--- config.mk ---
export PLATFORM = sky130hd
export DESIGN_NAME = nukv_fifo_pkt
export DESIGN_NICKNAME = d
export VERILOG_FILES = /design/src/rtl/nukv_fifo_pkt.sv
export SDC_FILE = /design/constraint.sdc
export NUM_CORES = 1
export LEC_CHECK = 0
export BUFFER_PORTS_ARGS = -buffer_cell sky130_fd_sc_hd__buf_4
export CORE_AREA = 3 3 349 179
export DETAILED_ROUTE_END_ITERATION = 16
export DIE_AREA = 0 0 352 182
export SLEW_MARGIN = 30
export SYNTH_ARGS = -nofsm -noshare
export SYNTH_HDL_FRONTEND = slang
export SYNTH_SLANG_ARGS = --single-unit
--- constraint.sdc ---
create_clock -name clk -period 2.6 [get_ports clk]
set_input_delay 0.39 -clock clk [delete_from_list [all_inputs] [get_ports clk]]
set_output_delay 0.39 -clock clk [all_outputs]
set_load 0.1 [all_outputs]
--- src/rtl/nukv_fifo_pkt.sv ---
// nukv_fifo_pkt: single-clock AXI-Stream FIFO with tlast transport, occupancy
// count, almost-full/almost-empty flags and optional store-and-forward packet
// mode. Output path is RAM -> registered read (rd_q) -> FWFT output register
// (out_q), so every DEPTH entry is usable and throughput is one word per cycle.
module nukv_fifo_pkt #(
    parameter int DATA_SIZE    = 16,
    parameter int ADDR_BITS    = 5,
    parameter int AFULL_MARGIN = 8,
    parameter int AEMPTY_LEVEL = 2,
    parameter int PACKET_MODE  = 0
) (
    input  logic                 clk,
    input  logic                 rst,
    input  logic [DATA_SIZE-1:0] s_axis_tdata,
    input  logic                 s_axis_tlast,
    input  logic                 s_axis_tvalid,
    output logic                 s_axis_tready,
    output logic                 s_axis_talmostfull,
    output logic [DATA_SIZE-1:0] m_axis_tdata,
    output logic                 m_axis_tlast,
    output logic                 m_axis_tvalid,
    input  logic                 m_axis_tready,
    output logic                 m_axis_talmostempty,
    output logic [ADDR_BITS:0]   count,
    output logic [ADDR_BITS:0]   pkt_count
);
    localparam int DEPTH = 2 ** ADDR_BITS;
    localparam int CW    = ADDR_BITS + 1;
    localparam logic [CW-1:0] FULL_LVL   = CW'(DEPTH);
    localparam logic [CW-1:0] AFULL_LVL  = CW'(DEPTH - AFULL_MARGIN);
    localparam logic [CW-1:0] AEMPTY_LVL = CW'(AEMPTY_LEVEL);

    // tlast is carried in the MSB of each entry
    logic [DATA_SIZE:0]   mem [DEPTH];
    logic [ADDR_BITS-1:0] wr_ptr, rd_ptr;
    logic [DATA_SIZE:0]   rd_q, out_q;
    logic                 rd_vld, out_vld;

    logic          wr_en, pop, out_load, fetch, ram_has, head_ok;
    logic [CW-1:0] staged;

    // Words already pulled out of the RAM into the two output stages
    assign staged  = CW'(rd_vld) + CW'(out_vld);
    assign ram_has = count > staged;

    // Packet mode holds the head until a whole packet is stored; a full FIFO
    // releases it anyway so an over-long packet cannot deadlock.
    assign head_ok = (PACKET_MODE == 0) || (pkt_count != '0) || (count == FULL_LVL);

    assign s_axis_tready       = ~rst & (count < FULL_LVL);
    assign m_axis_tvalid       = ~rst & out_vld & head_ok;
    assign m_axis_tdata        = rst ? '0 : out_q[DATA_SIZE-1:0];
    assign m_axis_tlast        = ~rst & out_q[DATA_SIZE];
    assign s_axis_talmostfull  = ~rst & (count >= AFULL_LVL);
    assign m_axis_talmostempty = rst | (count <= AEMPTY_LVL);

    assign wr_en    = s_axis_tvalid & s_axis_tready;
    assign pop      = m_axis_tvalid & m_axis_tready;
    // Output register takes rd_q when empty or being popped this cycle
    assign out_load = rd_vld & (~out_vld | pop);
    // Prefetch from RAM whenever the read stage is free or drains this cycle
    assign fetch    = ram_has & (~rd_vld | out_load);

    // RAM write port (no reset: contents are don't-care until written)
    always_ff @(posedge clk) begin
        if (wr_en) mem[wr_ptr] <= {s_axis_tlast, s_axis_tdata};
    end

    // Registered RAM read feeding the prefetch stage
    always_ff @(posedge clk) begin
        if (fetch) rd_q <= mem[rd_ptr];
    end

    // Pointers, stage valids, output register and occupancy counters
    always_ff @(posedge clk) begin
        if (rst) begin
            wr_ptr    <= '0;
            rd_ptr    <= '0;
            rd_vld    <= 1'b0;
            out_vld   <= 1'b0;
            out_q     <= '0;
            count     <= '0;
            pkt_count <= '0;
        end else begin
            if (wr_en) wr_ptr <= wr_ptr + 1'b1;
            if (fetch) rd_ptr <= rd_ptr + 1'b1;

            if (fetch)         rd_vld <= 1'b1;
            else if (out_load) rd_vld <= 1'b0;

            if (out_load) begin
                out_vld <= 1'b1;
                out_q   <= rd_q;
            end else if (pop) begin
                out_vld <= 1'b0;
            end

            case ({wr_en, pop})
                2'b10:   count <= count + 1'b1;
                2'b01:   count <= count - 1'b1;
                default: count <= count;
            endcase

            case ({wr_en & s_axis_tlast, pop & m_axis_tlast})
                2'b10:   pkt_count <= pkt_count + 1'b1;
                2'b01:   pkt_count <= pkt_count - 1'b1;
                default: pkt_count <= pkt_count;
            endcase
        end
    end
endmodule

==> out/results.tsv, run 1 <==
stage	metric	value	unit
clock_network	worstSkewPairLatency	0.59	ns
logic_synthesis	yosys.area_share.simple	5.57	%
setup_path	critPathMaxFanout	12	
logic_synthesis	synth.avg_cell_area	17.6	µm²
clock_network	htreeDepth	2	
timing	holdWs	0.110	ns
logic_synthesis	ys_ff_latch	602	
layout	utilization	47.0	%
layout	final_cell_area	27800	µm²
timing	hold_violations	0	
place	numPortBuffers	53	
min_path	hold_path_class	in -> reg	
clock_network	cts-root-buf	clkbuf_16	
logic_synthesis	synthesis.instances	1352	
drt	drc_errors	0	
global_route	grt_max_degree	47	
place	hpwl	34.5	mm
global_route	overflow	0	
logic_synthesis	synth_top_family_by_area	multiplexers	
setup_path	critPathLaunchType	flop	
layout	num_antenna_cells	0	
layout	drive_gt1_share	22.6	%
drt	viasPerCell	5.38	
clock_network	numCtsBuffers	54	
layout	final_common_cell	edfxtp_1	
floorplanning	core.rowCount	63	
place	gp_congestion	0.788	
pwr	p_per_area	832	nW/µm²
job	cap_viol_max_count	0	
logic_synthesis	synthAdderAreaFrac	0.736	%
timing	slew_viol_final	0	
clock_network	clkSinkCount	602	
logic_synthesis	synth_top_area_cell	edfxtp_1	
logic_synthesis	ys_seq_area_share	74.3	%
timing	max_slew_margin	49.1	%
drt	post_drt_wl_per_cell	24.4	µm
floorplanning	start_util	40.2	%
logic_synthesis	ys_warn_count	0	
setup_path	crit_chain	nor4_4 > a21o_1 > buf_4	
pwr	leakage	8.57	nW
logic_synthesis	async_flop_share	0	%
logic_synthesis	synth.mux.area_fraction	12.3	%
drt	num_vias	12400	
layout	area_delta_synth_final	16.9	%
setup_path	slowest_stage	nor4_4	
clock_network	clockBufferDepth	3	
place	placed_area	26100	µm²
timing	rsz0062_at_grt	no	
global_route	grt_pass1_vias	12700	
global_route	grt_usage	17.5	%
clock_network	clk_pin_slew	0.06	ns
setup_path	required	2.21	ns
logic_synthesis	synth_compound_area_share	4.35	%
logic_synthesis	synth_area	23800	µm²
setup_path	rr_startpoint	out_vld	
timing	tightestPinTransition	0.764	ns
setup_path	arrival	2.02	ns
setup_path	critPathLaunch	count[2]	
layout	mostFrequentLayoutCells	561 x edfxtp_1, 139 x mux2i_1, 81 x buf_4	
logic_synthesis	ys.flop_type	edfxtp_1	
floorplanning	core	59200	µm²
drt	drtAntennaViolNets	0	
place	dp_cells	2210	
setup_path	max_stage_delay	0.53	ns
global_route	grt_pass1_wl	83.2	mm
drt	drtIter0Drc	1163	
timing	finalSetupViolations	0	
floorplanning	die_h	182	µm
pwr	peakVddDrop	0.466	mV
layout	post_layout_nonfiller_instances	2309	
logic_synthesis	synth.area.top_cells	edfxtp_1 71%, mux4_2 6.4%, mux2i_1 5.8%	
run_status	outcome	finished, final reports clean	
timing	fin_skew	0.0178	ns
logic_synthesis	synth_top_area_share	70.8	%
floorplanning	die_x	352	µm
drt	first_pass_iters	5	
logic_synthesis	yosysUniqueCellTypes	54	
global_route	antenna_found_initial	2	
timing	final.period_utilization	92.7	%
drt	drt-total-wl	56.4	mm
layout	layout.nets	1489	
timing	fmax	0.415	GHz
layout	multi_input_area	5780	µm²
setup_path	path_class	reg -> out	
min_path	hp-start	m_axis_tready	
timing	post-route-min-period	2.41	ns
logic_synthesis	synth_edf_count	561	
floorplanning	die-area	64100	µm²
layout	fillers	4929	
logic_synthesis	synth_xor_xnor_area_share	0.699	%
floorplanning	ios	54	
logic_synthesis	synth_nets	1387	
clock_network	cts_tree	built	
setup_path	end_kind	output pin	
pwr	power.total	23.1	mW
layout	seq_area	17700	µm²
## critical path, delay by kind of cell (launching register included)
| family | cells | cell delay [ns] |
|---|---|---|
| AND/OR/NAND/NOR | 1 | 0.53 |
| AO/OA/AOI/OAI | 1 | 0.18 |
| buffers and inverters | 1 | 0.28 |
| flip-flops | 1 | 0.44 |
## final timing paths
path                                       endpoint  slack, ns  cells after the start
worst min register to register             out_q[6]       0.45                      2
worst max-delay path            m_axis_talmostempty       0.19                      3
worst min-delay path                        out_vld       0.11                      4
worst max register to register         pkt_count[4]       0.20                     11
## logic make-up after synthesis
group | Yosys count
buffers and inverters | 97
XOR/XNOR | 19
adder cells (fa/ha/maj) | 14
AND/OR/NAND/NOR | 255
flip-flops | 602
multiplexers | 207
AO/OA/AOI/OAI | 158
## what timing repair did
item                       4_1_cts  5_1_grt
gates resized for setup          0        3
setup endpoints to repair        0        1
setup buffers                    0        0
hold buffers                     0        0
## metal layers
layer	track usage [%]	vias up	share of wire, %
li1	-	5524	-
met1	24.2	6429	43
met2	27.5	365	46
met3	3.93	94	7.2
met4	5.87	0	3.2
met5	0	-	0
## flip-flops by register name, indices dropped and copies added (netlist names)
signal,cells
out_q,17
rd_ptr,5
out_vld,1
rd_q,17
rd_vld,1
count,6
wr_ptr,5
mem,544
pkt_count,6
## area by class of cell
cell class,instances,area share [%]
tap,812,3.65
multi-input combinational,653,20.8
inverter,15,0.202
clock buffer,74,5.54
clock inverter,25,0.697
sequential,602,63.6
timing repair buffer,128,5.57
## synth_stat cells (10+ instances only)
cell and instances:
clkbuf_1 31, nand3_1 36, buf_2 37, a21oi_1 62, inv_1 15, nor2b_1 58
dfxtp_1 41, edfxtp_1 561, ha_1 14, mux4_2 68, nor2_1 62, nand4_1 20
xor2_1 10, a22oi_1 69, nand2_1 47, mux2i_1 139
## power by group
group	leakage, nW	total [mW]	switching (mW)	internal, mW
combinational	2.33	4.14	2.37	1.77
sequential	5.39	11.2	0.237	11.0
clock	0.854	7.81	3.38	4.43
## through the flow
| stage | setup TNS, ns | setup slack [ns] |
|---|---|---|
| after floorplan | -0.892 | -0.293 |
| after global placement | 0 | 0.108 |
| after detailed placement | 0 | 0.157 |
| after CTS | 0 | 0.147 |
| after global routing | 0 | 0.0383 |
| final | 0 | 0.189 |
No activity file was read; power rests on OpenSTA's default activity.
==> inputs of run 2 (changes only) <==
--- a/config.mk
+++ b/config.mk
@@ -9,6 +9,8 @@
 export CORE_AREA = 3 3 349 179
 export DETAILED_ROUTE_END_ITERATION = 16
 export DIE_AREA = 0 0 352 182
+export PLACE_DENSITY = 0.56
+export RECOVER_POWER = 25
 export SLEW_MARGIN = 30
 export SYNTH_ARGS = -nofsm -noshare
 export SYNTH_HDL_FRONTEND = slang
==> run 2 against run 1 <==
- the run now ends with capacitance limit, slew limit left
- first-iteration DRC count grew 10%
- worst setup slack got worse by 0.019 ns
- design area fell by 1.1%
- final cell count grew 0.17%
- clock skew down 0.0054 ns
- critical endpoint is now pkt_count[4]
==> out/results.tsv, run 2 (synthesis results as in run 1) <==
stage	metric	value	unit	change
clock_network	htreeDepth	2		unchanged
setup_path	critPathTopFamily	simple AND/OR/NAND/NOR gates		
floorplanning	die_x	352	µm	unchanged
clock_network	clkSinkCount	602		unchanged
pwr	p_sw	5.96	mW	-0.52%
pwr	peakVddDrop	0.528	mV	+13%
timing	worst_slack	0.170	ns	-0.0190 ns
setup_path	path_class	reg -> reg		
clock_network	numCtsBuffers	54		unchanged
pwr	p_int	17.3	mW	+0.73%
timing	fin_skew	0.0124	ns	-0.00539 ns
clock_network	worstSkewPairLatency	0.59	ns	about the same
drt	drtAntennaViolNets	0		unchanged
setup_path	rrSetupSlack	0.17	ns	-0.03 ns
clock_network	cts-root-buf	clkbuf_16		
clock_network	clk_pin_slew	0.07	ns	about the same
place	dp_slack	0.118	ns	-0.0391 ns
layout	top_register	mem		
clock_network	cts_tree	built		
pwr	leakage	8.47	nW	-1.1%
drt	num_vias	12500		+0.85%
layout	top_regs	mem (544), out_q (17), rd_q (17)		
drt	drc_errors	0		unchanged
global_route	grt_max_degree	65		+38%
layout	largest_reg_flops	544		unchanged
timing	fmax	0.412	GHz	-0.78%
layout	drive_gt1_share	21.5	%	-1.1 points
setup_path	required	3.11	ns	+0.90 ns
timing	final.period_utilization	93.5	%	+0.73 points
layout	fillers	4940		+0.22%
drt	viasPerCell	5.41		+0.67%
floorplanning	die-area	64100	µm²	unchanged
setup_path	arrival	2.94	ns	+0.92 ns
setup_path	critPathLaunchType	flop		
setup_path	end_kind	flop		
global_route	antenna_found_initial	1		-1
min_path	hold_path_class	in -> reg		
layout	area_delta_synth_final	15.7	%	
floorplanning	ios	54		unchanged
layout	layout.nets	1490		+0.067%
floorplanning	die_h	182	µm	unchanged
place	numPortBuffers	53		unchanged
setup_path	slowest_stage	dfxtp_1		
run_status	outcome	complete, but fails checks		
layout	final_cell_area	27500	µm²	-1.1%
timing	post-route-min-period	2.43	ns	+0.0190 ns
timing	finalSetupViolations	0		unchanged
setup_path	crit_chain	inv_1 > nor3_1 > and2_1 > ha_4 > xor2_1 > ha_2 > a21oi_1 > o22ai_1 > a211oi_1 > or3_1 > a21oi_1		
timing	tightestPinTransition	1.77	ns	+1.00 ns
run_status	violations	capacitance limit, slew limit		
clock_network	post_cts_resized	0		unchanged
drt	drtIter0Drc	1284		+10%
clock_network	clockBufferDepth	3		unchanged
global_route	grt_pass1_vias	12800		+1.0%
setup_path	critPathMaxFanout	4		-8
pwr	power.total	23.2	mW	+0.40%
global_route	grt_pass1_wl	83.7	mm	+0.71%
drt	drt-total-wl	56.7	mm	+0.48%
global_route	overflow	0		unchanged
global_route	grt_usage	17.6	%	+0.083 points
layout	mostFrequentLayoutCells	561 x edfxtp_1, 139 x mux2i_1, 94 x buf_4		
pwr	pwr-share-clk	34.3	%	+0.5 points
timing	hold_violations	0		unchanged
place	placed_area	25800	µm²	-1.1%
setup_path	worst_path_most_repeated_cell	a21oi_1		
pwr	seqPwrFrac	48.1	%	-0.3 points
job	cap_viol_max_count	10		+10
layout	final_common_cell	edfxtp_1		
pwr	power.switching_fraction	25.6	%	-0.24 points
clock_network	ctsHoldBuffers	0		unchanged
setup_path	worst-path-buf-inv	1		unchanged
timing	max_slew_margin	-17.7	%	-67 points
place	gp_congestion	0.830		+5.3%
setup_path	max_stage_delay	0.38	ns	-0.15 ns
pwr	power_frac_comb	17.6	%	-0.3 points
floorplanning	start_util	40.2	%	unchanged
timing	slew_viol_final	330		+330
pwr	p_per_area	844	nW/µm²	+1.5%
place	hpwl	34.7	mm	+0.35%
floorplanning	core.rowCount	63		unchanged
timing	setup_tns	0	ns	unchanged
drt	first_pass_iters	5		unchanged
floorplanning	core	59200	µm²	unchanged
clock_network	post_cts_buffers	0		unchanged
timing	rsz0062_at_grt	no		
drt	post_drt_wl_per_cell	24.5	µm	+0.30%
-- run 2: worst paths after layout --
| kind | startpoint | end | cells after the start |
|---|---|---|---|
| setup / recovery | out_vld | pkt_count[4] | 11 |
| hold reg to reg | out_q[2] | out_q[2] | 2 |
| hold / removal | m_axis_tready | out_vld | 4 |
| setup reg to reg | out_vld | pkt_count[4] | 11 |
-- run 2: per-stage QoR --
stage,utilization (%),hold WS (ns),std cells
2_1_floorplan,-,0.432,1352
3_3_place_gp,43.6,0.447,2211
3_5_place_dp,43.6,0.449,2211
4_1_cts,46.6,0.0691,2312
5_1_grt,46.5,0.145,2312
6_report,46.5,0.105,2313
-- run 2: layout make-up --
class                           count  area, µm²  area share [%]
Clock inverter                     27        250           0.909
Timing Repair Buffer              129       1230            4.46
Tap cell                          812       1020            3.69
Multi-Input combinational cell    653       5770            21.0
Sequential cell                   602      17700            64.2
Clock buffer                       74       1520            5.52
Inverter                           15       56.3           0.205
Antenna cell                        1       2.50         0.00909
-- run 2: power by group through the flow --
stage               clock network [mW]  logic [mW]  registers, mW
detailed placement                   0        4.12           11.4
CTS                               8.14        4.13           11.2
global route                      8.53        4.37           11.2
floorplan                            0        2.93           11.3
finish                            7.97        4.08           11.2
global placement                     0        4.08           11.4
-- run 2: worst register-to-register path, cell delays in order (launching register included) --
cell      delay [ns]
dfxtp_1         0.38
inv_1           0.08
nor3_1          0.25
and2_1          0.25
ha_4            0.16
xor2_1          0.16
ha_2            0.24
a21oi_1         0.08
o22ai_1         0.19
a211oi_1        0.11
or3_1           0.33
a21oi_1         0.14
-- run 2: metal layers --
layer  global-route usage (%)  vias up  part of all wire, %
li1                         -     5547                    -
met1                     26.1     6556                   47
met2                     27.8      346                   47
met3                     2.28       68                  4.8
met4                     3.67        0                  1.5
met5                        0        -                    0
==> inputs of run 3 (changes only) <==
--- a/config.mk
+++ b/config.mk
@@ -11,6 +11,7 @@
 export DIE_AREA = 0 0 352 182
 export PLACE_DENSITY = 0.56
 export RECOVER_POWER = 25
+export REMOVE_ABC_BUFFERS = 1
 export SLEW_MARGIN = 30
 export SYNTH_ARGS = -nofsm -noshare
 export SYNTH_HDL_FRONTEND = slang
==> run 3 against run 2 <==
- the flow still finishes with violations (capacitance limit, slew limit)
- total power fell by 1.6%
- first-iteration DRC count increased by 3.5%
- worst setup slack worse by 0.014 ns
- largest power group unchanged
- global-route usage decreased by 0.28 points
- die area unchanged
- via count is 0.18% lower
- critical path depth is 1 lower
- combinational power about the same
- core utilization is 0.55 points lower
- clock power decreased by 4.0%
- sequential share of layout area grew 0.75 points
==> out/results.tsv, run 3 (synthesis results as in run 1) <==
stage	metric	value	unit	change
timing	fin_skew	0.0220	ns	+0.00956 ns
timing	tightestPinTransition	1.86	ns	+0.0941 ns
pwr	power.total	22.9	mW	-1.6%
pwr	peakVddDrop	0.437	mV	-17%
drt	drtIter0Drc	1329		+3.5%
job	cap_viol_max_count	14		+4
pwr	pwr-share-clk	33.4	%	-0.9 points
place	hpwl	35.2	mm	+1.6%
run_status	outcome	complete, but fails checks		
place	numPortBuffers	53		unchanged
timing	finalSetupViolations	0		unchanged
layout	mostFrequentLayoutCells	561 x edfxtp_1, 139 x mux2i_1, 116 x buf_4		
clock_network	htreeDepth	2		unchanged
clock_network	ctsHoldBuffers	0		unchanged
setup_path	required	3.12	ns	about the same
pwr	power_frac_comb	17.9	%	+0.3 points
place	gp_congestion	0.828		-0.23%
pwr	p_int	16.9	mW	-2.5%
drt	drc_errors	0		unchanged
setup_path	rrSetupSlack	0.16	ns	about the same
pwr	power.switching_fraction	26.3	%	+0.67 points
setup_path	critPathLaunchType	flop		
floorplanning	core.rowCount	63		unchanged
drt	drt-total-wl	55.9	mm	-1.4%
global_route	overflow	0		unchanged
setup_path	critPathMaxFanout	4		unchanged
min_path	min_path_cells	4		unchanged
timing	holdWs	0.113	ns	+0.00797 ns
pwr	p_per_area	841	nW/µm²	-0.41%
layout	final_cell_area	27200	µm²	-1.2%
floorplanning	core	59200	µm²	unchanged
min_path	hp-start	m_axis_tready		
layout	top_register	mem		
pwr	seqPwrFrac	48.7	%	+0.6 points
place	placed_area	25600	µm²	-0.93%
layout	top_regs	mem (544), out_q (17), rd_q (17)		
drt	post_drt_wl_per_cell	24.0	µm	-1.9%
floorplanning	die_h	182	µm	unchanged
global_route	grt_max_degree	51		-22%
drt	drtAntennaViolNets	0		unchanged
clock_network	cts-root-buf	clkbuf_16		
clock_network	cts_tree	built		
layout	layout.nets	1502		+0.81%
global_route	grt_usage	17.3	%	-0.28 points
layout	area_delta_synth_final	14.3	%	
setup_path	worst_path_most_repeated_cell	ha_1		
clock_network	clkSinkCount	602		unchanged
global_route	grt_pass1_vias	12600		-1.9%
drt	viasPerCell	5.37		-0.69%
clock_network	worstSkewPairLatency	0.60	ns	about the same
setup_path	slowest_stage	nor4b_1		
drt	num_vias	12500		-0.18%
setup_path	crit_chain	nor2_1 > and2_1 > nand2_1 > ha_1 > xor2_1 > ha_1 > nor4b_1 > a211oi_2 > or3_1 > a21oi_1		
setup_path	rr_startpoint	count[5]		
floorplanning	die_x	352	µm	unchanged
clock_network	numCtsBuffers	54		unchanged
pwr	p_sw	6.02	mW	+0.99%
setup_path	max_stage_delay	0.41	ns	+0.03 ns
pwr	leakage	8.43	nW	-0.47%
run_status	violations	capacitance limit, slew limit		
setup_path	end_kind	flop		
setup_path	rr_endpoint	pkt_count[4]		
drt	first_pass_iters	5		unchanged
global_route	antenna_found_initial	0		-1
timing	post-route-min-period	2.44	ns	+0.0137 ns
timing	setup_tns	0	ns	unchanged
timing	fmax	0.409	GHz	-0.56%
floorplanning	die-area	64100	µm²	unchanged
layout	drive_gt1_share	18.9	%	-2.6 points
timing	hold_violations	0		unchanged
timing	final.period_utilization	94.0	%	+0.53 points
setup_path	arrival	2.96	ns	+0.02 ns
timing	slew_viol_final	464		+41%
min_path	hold-path-endpoint	out_vld		
min_path	hold_path_class	in -> reg		
clock_network	clockBufferDepth	3		unchanged
setup_path	path_class	reg -> reg		
floorplanning	start_util	40.2	%	unchanged
floorplanning	ios	54		unchanged
timing	max_slew_margin	-24.0	%	-6.3 points
clock_network	clk_pin_slew	0.06	ns	about the same
global_route	grt_pass1_wl	83.3	mm	-0.58%
layout	final_common_cell	edfxtp_1		
timing	rsz0062_at_grt	no		
setup_path	r2r.worst_path.cells	10		-1
layout	utilization	45.9	%	-0.55 points
layout	largest_reg_flops	544		unchanged
## run 3: cell count changes in the layout (fill, tap and decap cells not counted), sizes merged
cell and delta:
clkinvlp +1, bufinv -2, clkbuf -4, buf +8
clkinv +6, inv +2, diode +1
## run 3: layout make-up
type / instances / area, µm²
clock buffer: 66 / 1420
antenna: 2 / 5.00
sequential: 602 / 17700
timing repair buffer: 141 / 1130
tap: 812 / 1020
fill: 5020 / 32000
inverter: 15 / 56.3
clock inverter: 34 / 262
multi-input combinational: 653 / 5640
## run 3: worst max path at each step
stage | start | slack, ns | depth (start not counted) | to
6_report | count[5] | 0.16 | 10 | pkt_count[4]
5_1_grt | out_vld | 0.03 | 11 | pkt_count[4]
4_1_cts | count[5] | 0.05 | 4 | m_axis_talmostempty
3_5_place_dp | rst | 0.02 | 13 | count[4]
3_3_place_gp | rst | 0.10 | 13 | count[4]
2_1_floorplan | rd_ptr[1] | -4.94 | 4 | rd_q[0]
## run 3: per-stage QoR
stage	instances	setup slack (ns)
floorplan	1270	-4.94
global placement	2222	0.103
detailed placement	2222	0.0230
CTS	2322	0.0534
global route	2323	0.0349
finish	2325	0.156
## run 3: timing repair
item                                    CTS  global route
endpoints found under the setup margin    0             2
gates resized for setup                   0             2
setup buffers                             0             1
## run 3: layer usage
layer	GRT usage, %	part of all wire, %	vias up
met2	27.0	46	343
li1	-	-	5559
met3	2.87	5.4	58
met4	2.96	1.2	0
met1	25.9	47	6535
met5	0	0	-
## run 3: critical path, delay by kind of cell, from the launching register on
kind	cells	cell delay (ns)
AND/OR/NAND/NOR	5	1.14
adder cells (fa/ha/maj)	2	0.52
flip-flops	1	0.31
AO/OA/AOI/OAI	2	0.26
XOR/XNOR	1	0.14
## run 3: power by group through the flow
stage / clock network, mW / registers (mW) / logic, mW
floorplan: 0 / 11.7 / 2.45
global placement: 0 / 11.3 / 4.09
detailed placement: 0 / 11.3 / 4.14
CTS: 7.82 / 11.1 / 4.15
global route: 8.21 / 11.2 / 4.39
finish: 7.65 / 11.1 / 4.08
